[config.mk]
export PLATFORM = sky130hd
export DESIGN_NAME = cpu_step_ctrl_flat
export DESIGN_NICKNAME = d
export VERILOG_FILES = /design/src/rtl/cpu_step_ctrl_pkg.sv /design/src/rtl/cpu_step_ctrl_if.sv /design/src/rtl/cpu_step_ctrl_debounce.sv /design/src/rtl/cpu_step_ctrl.sv /design/src/flat_wrapper.sv
export SDC_FILE = /design/constraint.sdc
export NUM_CORES = 1
export LEC_CHECK = 0
export CAP_MARGIN = 20
export CORE_MARGIN = 5
export CORE_UTILIZATION = 40
export DETAILED_ROUTE_END_ITERATION = 10
export PLACE_DENSITY_LB_ADDON = 0.3
export SYNTH_ARGS = -nofsm -noshare
export SYNTH_HDL_FRONTEND = slang
export SYNTH_SLANG_ARGS = --single-unit
[constraint.sdc]
create_clock -name SYS_clk -period 2.51 [get_ports SYS_clk]
set_clock_uncertainty 0.15 [all_clocks]
set_input_delay 0.502 -clock SYS_clk [delete_from_list [all_inputs] [get_ports SYS_clk]]
set_output_delay 0.502 -clock SYS_clk [all_outputs]
set_load 0.02 [all_outputs]
[src/rtl/cpu_step_ctrl_pkg.sv]
// Shared definitions for the run/step/breakpoint controller: state encodings
// (also decoded by the debug select mux) and debounced-input indices.
package cpu_step_ctrl_pkg;

    localparam int PC_W        = 32;
    localparam int N_DB_INPUTS = 2;
    localparam int IDX_BTN     = 0;
    localparam int IDX_RUN     = 1;

    typedef enum logic [1:0] {
        S_HALT  = 2'b00,
        S_STEP  = 2'b01,
        S_RUN   = 2'b10,
        S_BREAK = 2'b11
    } state_t;

    // The processor is stopped in both the idle halt and the breakpoint hold.
    function automatic logic is_halted(state_t s);
        return (s == S_HALT) || (s == S_BREAK);
    endfunction

endpackage

[src/rtl/cpu_step_ctrl_if.sv]
// Board/processor-facing signal bundle of the step controller.
// The slave side is the controller; the master side is whoever drives the
// buttons, breakpoint settings and PC (board glue or a testbench).
interface cpu_step_ctrl_if
    import cpu_step_ctrl_pkg::*;
#(
    parameter int ICNT_W = 32
) ();

    logic              btn_step;
    logic              sw_run;
    logic              bp_enable;
    logic [PC_W-1:0]   bp_addr;
    logic [PC_W-1:0]   pc_value;
    logic              cpu_en;
    logic              halted;
    logic              at_break;
    logic [1:0]        fsm_state;
    logic [ICNT_W-1:0] instr_count;

    modport slave (
        input  btn_step, sw_run, bp_enable, bp_addr, pc_value,
        output cpu_en, halted, at_break, fsm_state, instr_count
    );

    modport master (
        output btn_step, sw_run, bp_enable, bp_addr, pc_value,
        input  cpu_en, halted, at_break, fsm_state, instr_count
    );

endinterface

[src/rtl/cpu_step_ctrl_debounce.sv]
// Two-flop synchroniser followed by a counter-based debouncer.
// The stable output only follows the synced input after it has differed from
// the current stable value for DEBOUNCE_CYCLES consecutive cycles.
module cpu_step_ctrl_debounce #(
    parameter int DEBOUNCE_CYCLES = 500000,
    parameter int DB_CNT_W        = 20
) (
    input  logic i_clk,
    input  logic i_rst,
    input  logic i_raw,
    output logic o_stable
);

    logic [1:0]          r_sync;
    logic [DB_CNT_W-1:0] r_cnt;
    logic                r_stable;
    logic                w_synced;

    assign w_synced = r_sync[1];
    assign o_stable = r_stable;

    // Bring the asynchronous raw input into the clock domain.
    always_ff @(posedge i_clk or posedge i_rst) begin
        if (i_rst) begin
            r_sync <= 2'b00;
        end else begin
            r_sync <= {r_sync[0], i_raw};
        end
    end

    // Any agreement with the stable value restarts the count, so bounces
    // shorter than the window never reach the output.
    always_ff @(posedge i_clk or posedge i_rst) begin
        if (i_rst) begin
            r_cnt    <= '0;
            r_stable <= 1'b0;
        end else if (w_synced == r_stable) begin
            r_cnt <= '0;
        end else if (r_cnt == DB_CNT_W'(DEBOUNCE_CYCLES - 1)) begin
            r_stable <= w_synced;
            r_cnt    <= '0;
        end else begin
            r_cnt <= r_cnt + DB_CNT_W'(1);
        end
    end

endmodule

[src/rtl/cpu_step_ctrl.sv]
// Run/step/breakpoint controller sitting in front of the processor.
// cpu_en gates PC, register file and DMEM writes; the clock itself is never
// gated. Status and instruction count feed the debug display mux.
module cpu_step_ctrl
    import cpu_step_ctrl_pkg::*;
#(
    parameter int DEBOUNCE_CYCLES = 500000,
    parameter int DB_CNT_W        = 20,
    parameter int ICNT_W          = 32
) (
    input  logic            SYS_clk,
    input  logic            SYS_reset,
    cpu_step_ctrl_if.slave  bus
);

    logic [N_DB_INPUTS-1:0] w_raw;
    logic [N_DB_INPUTS-1:0] w_stable;
    logic                   w_btn_db;
    logic                   w_run_db;
    logic                   r_btn_prev;
    logic                   w_step_pulse;
    logic                   w_bp_hit;
    logic                   w_cpu_en;
    state_t                 r_state;
    state_t                 w_state_next;
    logic [ICNT_W-1:0]      r_icnt;

    assign w_raw[IDX_BTN] = bus.btn_step;
    assign w_raw[IDX_RUN] = bus.sw_run;

    genvar gi;
    generate
        for (gi = 0; gi < N_DB_INPUTS; gi++) begin : g_db
            cpu_step_ctrl_debounce #(
                .DEBOUNCE_CYCLES (DEBOUNCE_CYCLES),
                .DB_CNT_W        (DB_CNT_W)
            ) u_db (
                .i_clk    (SYS_clk),
                .i_rst    (SYS_reset),
                .i_raw    (w_raw[gi]),
                .o_stable (w_stable[gi])
            );
        end
    endgenerate

    assign w_btn_db = w_stable[IDX_BTN];
    assign w_run_db = w_stable[IDX_RUN];

    // Previous stable button level; cleared by reset so a button held
    // through reset release still yields exactly one step once debounced.
    always_ff @(posedge SYS_clk or posedge SYS_reset) begin
        if (SYS_reset) begin
            r_btn_prev <= 1'b0;
        end else begin
            r_btn_prev <= w_btn_db;
        end
    end

    assign w_step_pulse = w_btn_db & ~r_btn_prev;
    assign w_bp_hit     = bus.bp_enable & (bus.pc_value == bus.bp_addr);

    // State register; reset parks the controller in halt immediately.
    always_ff @(posedge SYS_clk or posedge SYS_reset) begin
        if (SYS_reset) begin
            r_state <= S_HALT;
        end else begin
            r_state <= w_state_next;
        end
    end

    // Next-state logic: run beats step in halt, step is ignored while running,
    // and a step out of break deliberately skips the breakpoint compare.
    always_comb begin
        w_state_next = r_state;
        case (r_state)
            S_HALT: begin
                if (w_run_db) begin
                    w_state_next = S_RUN;
                end else if (w_step_pulse) begin
                    w_state_next = S_STEP;
                end
            end
            S_STEP: begin
                w_state_next = S_HALT;
            end
            S_RUN: begin
                if (!w_run_db) begin
                    w_state_next = S_HALT;
                end else if (w_bp_hit) begin
                    w_state_next = S_BREAK;
                end
            end
            S_BREAK: begin
                if (!w_run_db) begin
                    w_state_next = S_HALT;
                end else if (w_step_pulse) begin
                    w_state_next = S_STEP;
                end
            end
            default: begin
                w_state_next = S_HALT;
            end
        endcase
    end

    // Combinational so the instruction at the breakpoint never executes on
    // the hit cycle itself.
    assign w_cpu_en = (r_state == S_STEP) | ((r_state == S_RUN) & ~w_bp_hit);

    // Executed-instruction counter, wraps freely.
    always_ff @(posedge SYS_clk or posedge SYS_reset) begin
        if (SYS_reset) begin
            r_icnt <= '0;
        end else if (w_cpu_en) begin
            r_icnt <= r_icnt + ICNT_W'(1);
        end
    end

    assign bus.cpu_en      = w_cpu_en;
    assign bus.halted      = is_halted(r_state);
    assign bus.at_break    = (r_state == S_BREAK);
    assign bus.fsm_state   = r_state;
    assign bus.instr_count = r_icnt;

endmodule

[src/flat_wrapper.sv]
// flat-port wrapper written by rule: the top's interface ports become plain ports
module cpu_step_ctrl_flat import cpu_step_ctrl_pkg::*;
#(
    parameter int DEBOUNCE_CYCLES = 500000,
    parameter int DB_CNT_W        = 20,
    parameter int ICNT_W          = 32
)
  (SYS_clk, SYS_reset, bus_btn_step, bus_sw_run, bus_bp_enable, bus_bp_addr, bus_pc_value, bus_cpu_en, bus_halted, bus_at_break, bus_fsm_state, bus_instr_count);
  cpu_step_ctrl_if #(.ICNT_W(ICNT_W)) bus_i ();
  input  logic SYS_clk;
  input  logic SYS_reset;
  input wire logic [$bits(bus_i.btn_step)-1:0] bus_btn_step;
  input wire logic [$bits(bus_i.sw_run)-1:0] bus_sw_run;
  input wire logic [$bits(bus_i.bp_enable)-1:0] bus_bp_enable;
  input wire logic [$bits(bus_i.bp_addr)-1:0] bus_bp_addr;
  input wire logic [$bits(bus_i.pc_value)-1:0] bus_pc_value;
  output wire logic [$bits(bus_i.cpu_en)-1:0] bus_cpu_en;
  output wire logic [$bits(bus_i.halted)-1:0] bus_halted;
  output wire logic [$bits(bus_i.at_break)-1:0] bus_at_break;
  output wire logic [$bits(bus_i.fsm_state)-1:0] bus_fsm_state;
  output wire logic [$bits(bus_i.instr_count)-1:0] bus_instr_count;
  assign bus_i.btn_step = bus_btn_step;
  assign bus_i.sw_run = bus_sw_run;
  assign bus_i.bp_enable = bus_bp_enable;
  assign bus_i.bp_addr = bus_bp_addr;
  assign bus_i.pc_value = bus_pc_value;
  assign bus_cpu_en = bus_i.cpu_en;
  assign bus_halted = bus_i.halted;
  assign bus_at_break = bus_i.at_break;
  assign bus_fsm_state = bus_i.fsm_state;
  assign bus_instr_count = bus_i.instr_count;
  cpu_step_ctrl #(.DEBOUNCE_CYCLES(DEBOUNCE_CYCLES), .DB_CNT_W(DB_CNT_W), .ICNT_W(ICNT_W)) u_core (.SYS_clk(SYS_clk), .SYS_reset(SYS_reset), .bus(bus_i));
endmodule
==> run_results.csv, run 1 <==
group,metric,value,unit
floorplan,io_pins,106,
routing,wl_per_cell,14.08,um
worst_setup_path,cp_cell_sequence,"dlygate4sd2_1 > xor2_1 > nor4_1 > nand3b_1 > o41a_1 > buf_6",
worst_setup_path,critPathKind,"primary input to primary output",
synth,yosys-top-cells-area,"dfrtp_1 (48%), xor2_1 (12%), xnor2_1 (9.4%)",
routing,vias,3501,
timing,final_max_slew_viol_count,0,
clocking,clockRootBuffer,"clkbuf_8",
routing,drc,0,
clocking,h-tree-depth,3,
timing,tns,-0.07242,ns
floorplan,fp.dieW,112.6,um
synth,yosysTopAreaCell,"dfrtp_1",
placement,globalplace.congestion,0.9196,
power,p_leak,2.490,nW
grt,grt_pass1_vias,3561,
power,ir_drop,0.2521,mV
placement,portBuffers,105,
synth,synth.avg_cell_area,10.01,sq um
synth,yosys.area.top_type_share,0.4811,
worst_setup_path,reg2reg_to,"u_core.bus.instr_count[31]$_DFFE_PP0P_",
worst_setup_path,cp.required,1.86,ns
routing,drt-initial-drc-count,136,
floorplan,core-area,10280,sq um
worst_setup_path,crit_buf_inv,2,
synth,yosysUniqueCellTypes,34,
min_path,hp-class,"register to register",
clocking,cts_made_buffers,9,
worst_setup_path,worstRegToRegCells,7,
clocking,cts_tree,"done",
worst_setup_path,cp.arrival,1.93,ns
timing,fin_hold_ws,0.2172,ns
routing,drt-total-wl,9771,um
timing,finalCritPeriodShare,1.029,
synth,synth_nets,497,
status,status,"finished, violations left",
final_layout,final_cell_mix,"dfrtp_1 (81), nor2_1 (58), xor2_1 (49), xnor2_1 (45), clkdlybuf4s50_1 (40)",
worst_setup_path,critPathMaxStageDelay,0.49,ns
synth,ys_seq_elements,81,
synth,synth_cells,421,
synth,syn-cell-area,4213,sq um
final_layout,layout-drive-gt1-share,0.1774,
timing,setup_ws,-0.07242,ns
clocking,clk_path_buf_depth,2,
floorplan,initial_core_util,0.4099,
final_layout,area_delta_synth_final,34.93,%
grt,globalRouteOverflowTotal,0,
timing,fmaxAchievable,387.2,MHz
worst_setup_path,crit_cells,6,
placement,placed_cell_area,5510,sq um
worst_setup_path,endpoint,"bus_cpu_en",
timing,period_minus_slack,2.582,ns
floorplan,die_h,112.6,um
grt,grt_pass1_wl,16890,um
final_layout,final_common_cell,"dfrtp_1",
grt,grt_max_degree,50,
worst_setup_path,path_max_fanout,2,
placement,preCtsSetupSlack,-0.8732,ns
placement,dp_hpwl,7222,um
worst_setup_path,critPathLaunchType,"primary input",
status,violations,"negative setup slack",
floorplan,die_area,12680,sq um
worst_setup_path,endpoint_kind,"primary output",
worst_setup_path,crit_path_start,"bus_pc_value[23]",
routing,ant_nets,0,
timing,relSlewSlack,0.6792,
grt,grt.total_usage,0.1599,
final_layout,diodes,0,
timing,final_hold_viol_count,0,
timing,setup_violations,1,
grt,antenna_found_initial,0,
timing,rsz0062_at_grt,"yes",
worst_setup_path,path_delay_family,"compound AO/OA/AOI/OAI gates",
power,power.total,2.399,mW
worst_setup_path,r2r_start,"u_core.bus.fsm_state[1]$_DFFE_PP0P_",
routing,viasPerCell,5.045,
final_layout,fill_cells,935,
synth,yosysSeqAreaShare,0.4811,
clocking,cts.reportedPaths.clkPinSlew,0.07,ns
clocking,cts_hold_buffers,0,
clocking,clk-insertion-delay-late,0.35,ns
clocking,cts.sinks,81,
final_layout,nNetsFinal,630,
routing,first_pass_iters,8,
floorplan,core.rowCount,37,
timing,worst_pin_slew,0.4802,ns
power,power.density,422.0,nW/um^2
worst_setup_path,reg2reg_setup_slack,0.38,ns
job,max_cap_viol_count,0,
worst_setup_path,cp_slowest_cell,"o41a_1",
synth,yosysWarnings,0,
final_layout,design_area,5684,sq um
## kinds of logic (layout without fill, tap and decap cells)
logic type,count (synthesis),count (layout),share of synthesized area
DFF,81,81,0.4811
AOI/OAI and AO/OA,8,8,0.01366
xor gates and xnor gates,101,101,0.2100
and+or+nand+nor,198,198,0.2432
adders and majority gates,7,7,0.02079
muxes,3,3,0.008909
buffers and inverters,23,160,0.02228
## synth_stat cells
cell type	number
xor2_1	56
or4_1	1
inv_1	15
ha_1	7
buf_2	6
mux2_2	2
and4_1	6
nor3_1	10
mux2_4	1
a21o_1	2
nand4_1	22
nand3_1	28
a32o_1	1
or3_1	1
clkbuf_1	2
or2_1	1
nor4_2	5
dfrtp_1	81
nand2_1	32
nand2b_1	2
nand4b_1	2
xnor2_1	45
nor2b_1	1
o21ai_0	1
o22ai_1	1
o41a_1	1
or2_2	3
and3_1	11
nor4_1	9
nor3b_1	2
nor4b_1	2
a21oi_1	2
nor2_1	59
nand3b_1	1
## area by class of cell
cell class	count	area, sq um	share of cell area
Multi-Input combinational cell	317	2165	0.3808
Sequential cell	81	2027	0.3566
Timing Repair Buffer	130	1092	0.1922
Tap cell	136	170.2	0.02994
Clock buffer	10	137.6	0.02421
Inverter	15	60.06	0.01057
Clock inverter	5	32.53	0.005723
## sequential cells by signal (all words and copies together) (netlist names)
name                       cells
u_core.bus.instr_count        32
u_core.bus.fsm_state           2
u_core.g_db.u_db.o_stable      2
u_core.r_btn_prev              1
u_core.g_db.u_db.r_sync        4
u_core.g_db.u_db.r_cnt        40
## metrics by stage
| stage | util | std cells |
|---|---|---|
| finish | 0.5531 | 694 |
| CTS | 0.5489 | 692 |
| floorplan | - | 421 |
| global placement | 0.5362 | 667 |
| global route | 0.5531 | 694 |
| detailed placement | 0.5362 | 667 |
## worst register-to-register path, stage by stage, from the launching register on
cell and delay [ns]:
dfrtp_1 0.43, inv_1 0.12, ha_1 0.18, or2_2 0.11, o41a_1 0.24, buf_4 0.36, nor3b_1 0.31, xor2_1 0.17
## worst min path at each step
stage | startpoint | end | slack [ns] | depth (start not counted)
4_1_cts | u_core.g_db[0].u_db.r_sync[0]$_DFF_PP0_ | u_core.g_db[0].u_db.r_sync[1]$_DFF_PP0_ | 0.22 | 0
5_1_grt | u_core.g_db[0].u_db.r_sync[0]$_DFF_PP0_ | u_core.g_db[0].u_db.r_sync[1]$_DFF_PP0_ | 0.23 | 0
3_5_place_dp | u_core.g_db[1].u_db.r_sync[0]$_DFF_PP0_ | u_core.g_db[1].u_db.r_sync[1]$_DFF_PP0_ | 0.19 | 0
6_report | u_core.g_db[1].u_db.r_sync[0]$_DFF_PP0_ | u_core.g_db[1].u_db.r_sync[1]$_DFF_PP0_ | 0.22 | 0
3_3_place_gp | u_core.g_db[0].u_db.r_sync[0]$_DFF_PP0_ | u_core.g_db[0].u_db.r_sync[1]$_DFF_PP0_ | 0.19 | 0
2_1_floorplan | u_core.g_db[0].u_db.r_sync[0]$_DFF_PP0_ | u_core.g_db[0].u_db.r_sync[1]$_DFF_PP0_ | 0.18 | 0
## layer usage
layer	vias up	track usage	part of all wire
li1	1679	-	-
met1	1711	0.2082	0.44
met2	97	0.2634	0.49
met3	14	0.03342	0.055
met4	0	0.05689	0.018
met5	-	0	0
## report_power, final
| group | switching, mW | leakage [nW] | internal (mW) |
|---|---|---|---|
| registers | 0.00937 | 1.11 | 1.31 |
| clock network | 0.452 | 0.0919 | 0.379 |
| logic | 0.114 | 1.29 | 0.129 |
## timing repair
action / CTS / global route
setup endpoints to repair: 33 / 3
resized for setup: 169 / 25
endpoints found under the hold margin: 0 / 0
buffers inserted: 10 / 2
gates cloned: 0 / 0
pin swaps: 41 / 12
No activity file was read; power rests on OpenSTA's default activity.
==> inputs of run 2 (changes only) <==
DONT_BUFFER_PORTS = 1   (was not set)
==> run 2 against run 1 <==
Effect of this change: the flow still finishes with violations (negative setup slack); non-clock buffer count fell by 104; first-iteration DRC count rose by 10%; routed wire length fell by 9.2%; sequential share of layout area rose by 6.6 points; hold slack got worse by 0.0045 ns; design area fell by 16%; core utilization fell by 8.6 points; sequential cell count did not move; highest routed layer unchanged.
==> run_results.csv, run 2 (synthesized netlist as in run 1, its figures left out) <==
group,metric,value,unit
status,status,"finished, violations left",
status,violations,"negative setup slack",
floorplan,die_area,12680,sq um
timing,fin_hold_ws,0.2128,ns
power,ir_drop,0.3210,mV
clocking,h-tree-depth,3,
routing,wl_per_cell,15.02,um
floorplan,io_pins,106,
clocking,clockRootBuffer,"clkbuf_8",
routing,ant_nets,0,
routing,drt-total-wl,8875,um
final_layout,nNetsFinal,526,
job,max_cap_viol_count,0,
timing,final_max_slew_viol_count,0,
floorplan,initial_core_util,0.4099,
timing,rsz0062_at_grt,"yes",
routing,viasPerCell,5.096,
final_layout,diodes,0,
clocking,cts.reportedPaths.clkPinSlew,0.08,ns
worst_setup_path,r2r_start,"u_core.bus.instr_count[12]$_DFFE_PP0P_",
timing,setup_violations,1,
final_layout,area_delta_synth_final,13.90,%
clocking,clk-insertion-delay-late,0.35,ns
floorplan,fp.dieW,112.6,um
clocking,cts.sinks,81,
clocking,cts_made_buffers,9,
min_path,hp-class,"register to register",
power,power.density,500.6,nW/um^2
timing,period_minus_slack,2.550,ns
floorplan,core-area,10280,sq um
timing,fmaxAchievable,392.2,MHz
grt,grt.total_usage,0.1398,
routing,drt-initial-drc-count,150,
worst_setup_path,critPathKind,"primary input to primary output",
routing,vias,3012,
worst_setup_path,worstRegToRegCells,6,
placement,globalplace.congestion,0.8350,
placement,placed_cell_area,4532,sq um
timing,setup_ws,-0.03996,ns
grt,globalRouteOverflowTotal,0,
final_layout,largest_register_ffs,40,
final_layout,layout-drive-gt1-share,0.1121,
timing,final_hold_viol_count,0,
final_layout,final_core_util,0.4669,
placement,preCtsSetupSlack,-0.1054,ns
final_layout,regMostFlops,"u_core.g_db.u_db.r_cnt",
timing,worst_pin_slew,0.5244,ns
routing,drc,0,
clocking,cts_tree,"done",
timing,finalCritPeriodShare,1.016,
worst_setup_path,path_max_fanout,4,
final_layout,fin_cells,591,
worst_setup_path,cp.arrival,1.90,ns
placement,portBuffers,0,
routing,first_pass_iters,4,
worst_setup_path,reg2reg_to,"u_core.bus.instr_count[30]$_DFFE_PP0P_",
min_path,holdPathStages,0,
grt,antenna_found_initial,0,
min_path,min-delay-start,"u_core.g_db[1].u_db.r_sync[0]$_DFF_PP0_",
placement,placed_cells,570,
final_layout,final_cell_mix,"dfrtp_1 (81), nor2_1 (59), xor2_1 (55), xnor2_1 (45), nand2_1 (32)",
final_layout,design_area,4798,sq um
floorplan,core.rowCount,37,
grt,grt_max_degree,60,
worst_setup_path,cp.required,1.86,ns
timing,relSlewSlack,0.6496,
power,p_leak,2.067,nW
floorplan,die_h,112.6,um
grt,grt_pass1_vias,3116,
worst_setup_path,reg2reg_setup_slack,0.23,ns
placement,dp_hpwl,6510,um
final_layout,final_common_cell,"dfrtp_1",
clocking,clk_path_buf_depth,2,
worst_setup_path,crit_path_start,"bus_bp_addr[28]",
worst_setup_path,critPathLaunchType,"primary input",
grt,grt_pass1_wl,14640,um
worst_setup_path,endpoint_kind,"primary output",
min_path,hold_path_end,"u_core.g_db[1].u_db.r_sync[1]$_DFF_PP0_",
run 2: changes by cell type in the layout (fill, tap and decap cells not counted), moves of 2 or more:
cell,previous run,this run
xor2_1,49,55
buf_4,24,21
xor2_2,7,0
dlygate4sd3_1,0,3
dlygate4sd2_1,13,0
clkbuf_2,6,0
inv_6,0,2
buf_2,25,0
clkdlybuf4s15_1,12,0
clkdlybuf4s50_1,40,0
buf_6,7,0
run 2: stage by stage:
step / setup TNS, ns / total power [mW]
floorplan: 0 / 1.443
global placement: -0.6914 / 1.466
detailed placement: -0.8521 / 1.470
CTS: 0 / 2.432
global route: -0.1196 / 2.514
finish: -0.03996 / 2.402
run 2: area by class of cell:
class / instances / area, sq um
Multi-Input combinational cell: 317 / 2120
Inverter: 15 / 60.06
Clock buffer: 10 / 127.6
Tap cell: 136 / 170.2
Sequential cell: 81 / 2027
Clock inverter: 6 / 66.31
Fill cell: 962 / 5479
Timing Repair Buffer: 26 / 227.7
run 2: how the worst max path moves through the flow:
stage                 endpoint  slack [ns]  depth (start not counted)
floorplan           bus_cpu_en        0.14                          5
global placement    bus_cpu_en       -0.10                          5
detailed placement  bus_cpu_en       -0.11                          5
CTS                 bus_cpu_en       0.004                          5
global route        bus_cpu_en       -0.12                          5
finish              bus_cpu_en       -0.04                          5
run 2: what timing repair did:
action	4_1_cts	5_1_grt
pin swaps	2	0
setup endpoints to repair	1	1
setup buffers	2	0
endpoints found under the hold margin	22	2
gates resized for setup	0	3
hold buffers	1	2
run 2: where the power goes:
| part | total (mW) | switching [mW] | internal (mW) |
|---|---|---|---|
| registers | 1.32 | 0.00938 | 1.31 |
| clock network | 0.949 | 0.484 | 0.465 |
| logic | 0.129 | 0.0781 | 0.0507 |
| total | 2.40 | 0.572 | 1.83 |
run 2: routing by layer:
layer,track usage,vias to the layer above,part of all wire
met5,0,-,0
met4,0.04087,0,0.010
met3,0.04960,7,0.073
met2,0.2382,91,0.48
met1,0.1663,1434,0.43
li1,-,1480,-
run 2: worst max-delay path, cell delays in order:
cell	delay, ns
xor2_1	0.15
nor4_2	0.43
nand4_1	0.15
o41a_1	0.47
buf_12	0.19
==> inputs of run 3 (changes only) <==
PLACE_DENSITY_LB_ADDON = 0.15   (was 0.3)
==> run 3 against run 2 <==
Effect of this change: the run now ends clean; largest power group unchanged; critical endpoint unchanged; global-route usage up 0.11 points; non-clock buffer count up 2; first-iteration DRC count down 19%.
==> run_results.csv, run 3 (synthesized netlist as in run 1, its figures left out) <==
group,metric,value,unit
final_layout,diodes,0,
worst_setup_path,endpoint_kind,"primary output",
grt,antenna_found_initial,0,
worst_setup_path,worstRegToRegCells,6,
timing,finalCritPeriodShare,0.9742,
grt,grt_pass1_vias,3037,
clocking,clockRootBuffer,"clkbuf_8",
job,max_cap_viol_count,0,
routing,drt-initial-drc-count,122,
final_layout,final_common_cell,"dfrtp_1",
clocking,cts.sinks,81,
min_path,hp-class,"register to register",
worst_setup_path,critPathKind,"register to primary output",
timing,final_hold_viol_count,0,
grt,globalRouteOverflowTotal,0,
timing,relSlewSlack,0.6827,
worst_setup_path,cp.required,1.86,ns
final_layout,final_cell_mix,"dfrtp_1 (81), nor2_1 (59), xor2_1 (56), xnor2_1 (45), nand2_1 (32)",
floorplan,core.rowCount,37,
routing,drt-total-wl,8669,um
worst_setup_path,critPathLaunchType,"register",
final_layout,fill_cells,962,
routing,viasPerCell,5.083,
final_layout,area_delta_synth_final,14.43,%
placement,portBuffers,0,
status,status,"completed",
power,ir_drop,0.3095,mV
clocking,clk-insertion-delay-late,0.35,ns
timing,period_minus_slack,2.445,ns
final_layout,layout-drive-gt1-share,0.1138,
grt,grt.total_usage,0.1410,
routing,ant_nets,0,
grt,grt_max_degree,82,
final_layout,largest_register_ffs,40,
worst_setup_path,path_max_fanout,8,
worst_setup_path,cp_slowest_cell,"dfrtp_1",
power,power.density,514.4,nW/um^2
clocking,cts_tree,"done",
routing,vias,3014,
routing,wl_per_cell,14.62,um
floorplan,die_h,112.6,um
floorplan,initial_core_util,0.4099,
clocking,clk_path_buf_depth,2,
timing,tns,0,ns
placement,placed_cells,569,
final_layout,fin_cells,593,
placement,globalplace.congestion,0.7751,
timing,final_max_slew_viol_count,0,
placement,dp_hpwl,6353,um
floorplan,core-area,10280,sq um
clocking,cts.reportedPaths.clkPinSlew,0.09,ns
timing,setup_violations,0,
final_layout,regMostFlops,"u_core.g_db.u_db.r_cnt",
timing,fmaxAchievable,409.0,MHz
routing,drc,0,
clocking,cts_made_buffers,9,
floorplan,io_pins,106,
worst_setup_path,critPathMaxStageDelay,0.42,ns
grt,grt_pass1_wl,14720,um
clocking,h-tree-depth,3,
floorplan,die_area,12680,sq um
floorplan,fp.dieW,112.6,um
timing,worst_pin_slew,0.4715,ns
min_path,holdPathStages,0,
timing,fin_hold_ws,0.2115,ns
worst_setup_path,cp.arrival,1.79,ns
routing,first_pass_iters,4,
worst_setup_path,cp_cell_sequence,"inv_1 > ha_2 > or2_2 > o41a_1 > buf_6 > buf_12",
final_layout,nNetsFinal,528,
power,p_leak,2.084,nW
[run 3: cell count changes in the layout (fill, tap and decap cells not counted)]
cell       delta
buf_12        +1
buf_6         +1
bufinv_16     +1
clkbuf_1      +1
clkinv_4      -1
ha_1          -1
ha_2          +1
inv_6         -1
nor4_2        +1
nor4_4        -1
xor2_1        +1
xor2_4        -1
[run 3: final timing paths]
check	slack, ns	startpoint	to
hold reg to reg	0.21	u_core.g_db[1].u_db.r_sync[0]$_DFF_PP0_	u_core.g_db[1].u_db.r_sync[1]$_DFF_PP0_
min in group asynchronous	0.59	SYS_reset	u_core.bus.instr_count[12]$_DFFE_PP0P_
setup / recovery	0.06	u_core.bus.fsm_state[0]$_DFFE_PP0P_	bus_cpu_en
setup reg to reg	0.34	u_core.g_db[1].u_db.r_cnt[14]$_DFF_PP0_	u_core.g_db[1].u_db.r_cnt[13]$_DFF_PP0_
max in group asynchronous	1.28	SYS_reset	u_core.bus.instr_count[14]$_DFFE_PP0P_
hold / removal	0.21	u_core.g_db[1].u_db.r_sync[0]$_DFF_PP0_	u_core.g_db[1].u_db.r_sync[1]$_DFF_PP0_
[run 3: power breakdown]
group / internal (mW) / switching (mW)
clock: 0.562 / 0.469
combinational: 0.0521 / 0.0733
sequential: 1.31 / 0.00905
total: 1.93 / 0.551
[run 3: critical path: cells and delay by family, from the launching register on]
family,cells,cell delay (ns)
AOI/OAI and AO/OA,1,0.12
adders and majority gates,1,0.22
buffers and inverters,3,0.38
DFF,1,0.42
and+or+nand+nor,1,0.30
[run 3: per-layer routing]
metal | global-route usage | routed length, um | vias to the layer above
li1 | - | - | 1484
met1 | 0.1843 | 3823 | 1444
met2 | 0.2255 | 4227 | 82
met3 | 0.04636 | 558 | 4
met4 | 0.03686 | 60 | 0
met5 | 0 | 0 | -
[run 3: repair_timing]
action	in CTS	in global routing
buffers inserted	1	4
endpoints found under the setup margin	1	2
hold buffers	1	2
endpoints found under the hold margin	33	2
pin swaps	3	2
gates resized for setup	1	1
[run 3: through the flow]
stage / utilization / power (mW) / instance area [sq um] / setup slack [ns]
after detailed placement: 0.4414 / 1.472 / 4537 / -0.05700
after global placement: 0.4414 / 1.471 / 4537 / -0.03190
after floorplan: - / 1.443 / 4217 / 0.1413
final: 0.4691 / 2.480 / 4821 / 0.06473
after global routing: 0.4691 / 2.600 / 4821 / -0.02255
after CTS: 0.4640 / 2.519 / 4768 / 0.02746
[run 3: layout make-up]
type | instances | area (sq um) | area share
multi-input combinational | 317 | 2095 | 0.4345
sequential | 81 | 2027 | 0.4205
timing repair buffer | 28 | 259.0 | 0.05372
tap | 136 | 170.2 | 0.03530
clock buffer | 11 | 131.4 | 0.02725
clock inverter | 5 | 78.83 | 0.01635
inverter | 15 | 60.06 | 0.01246
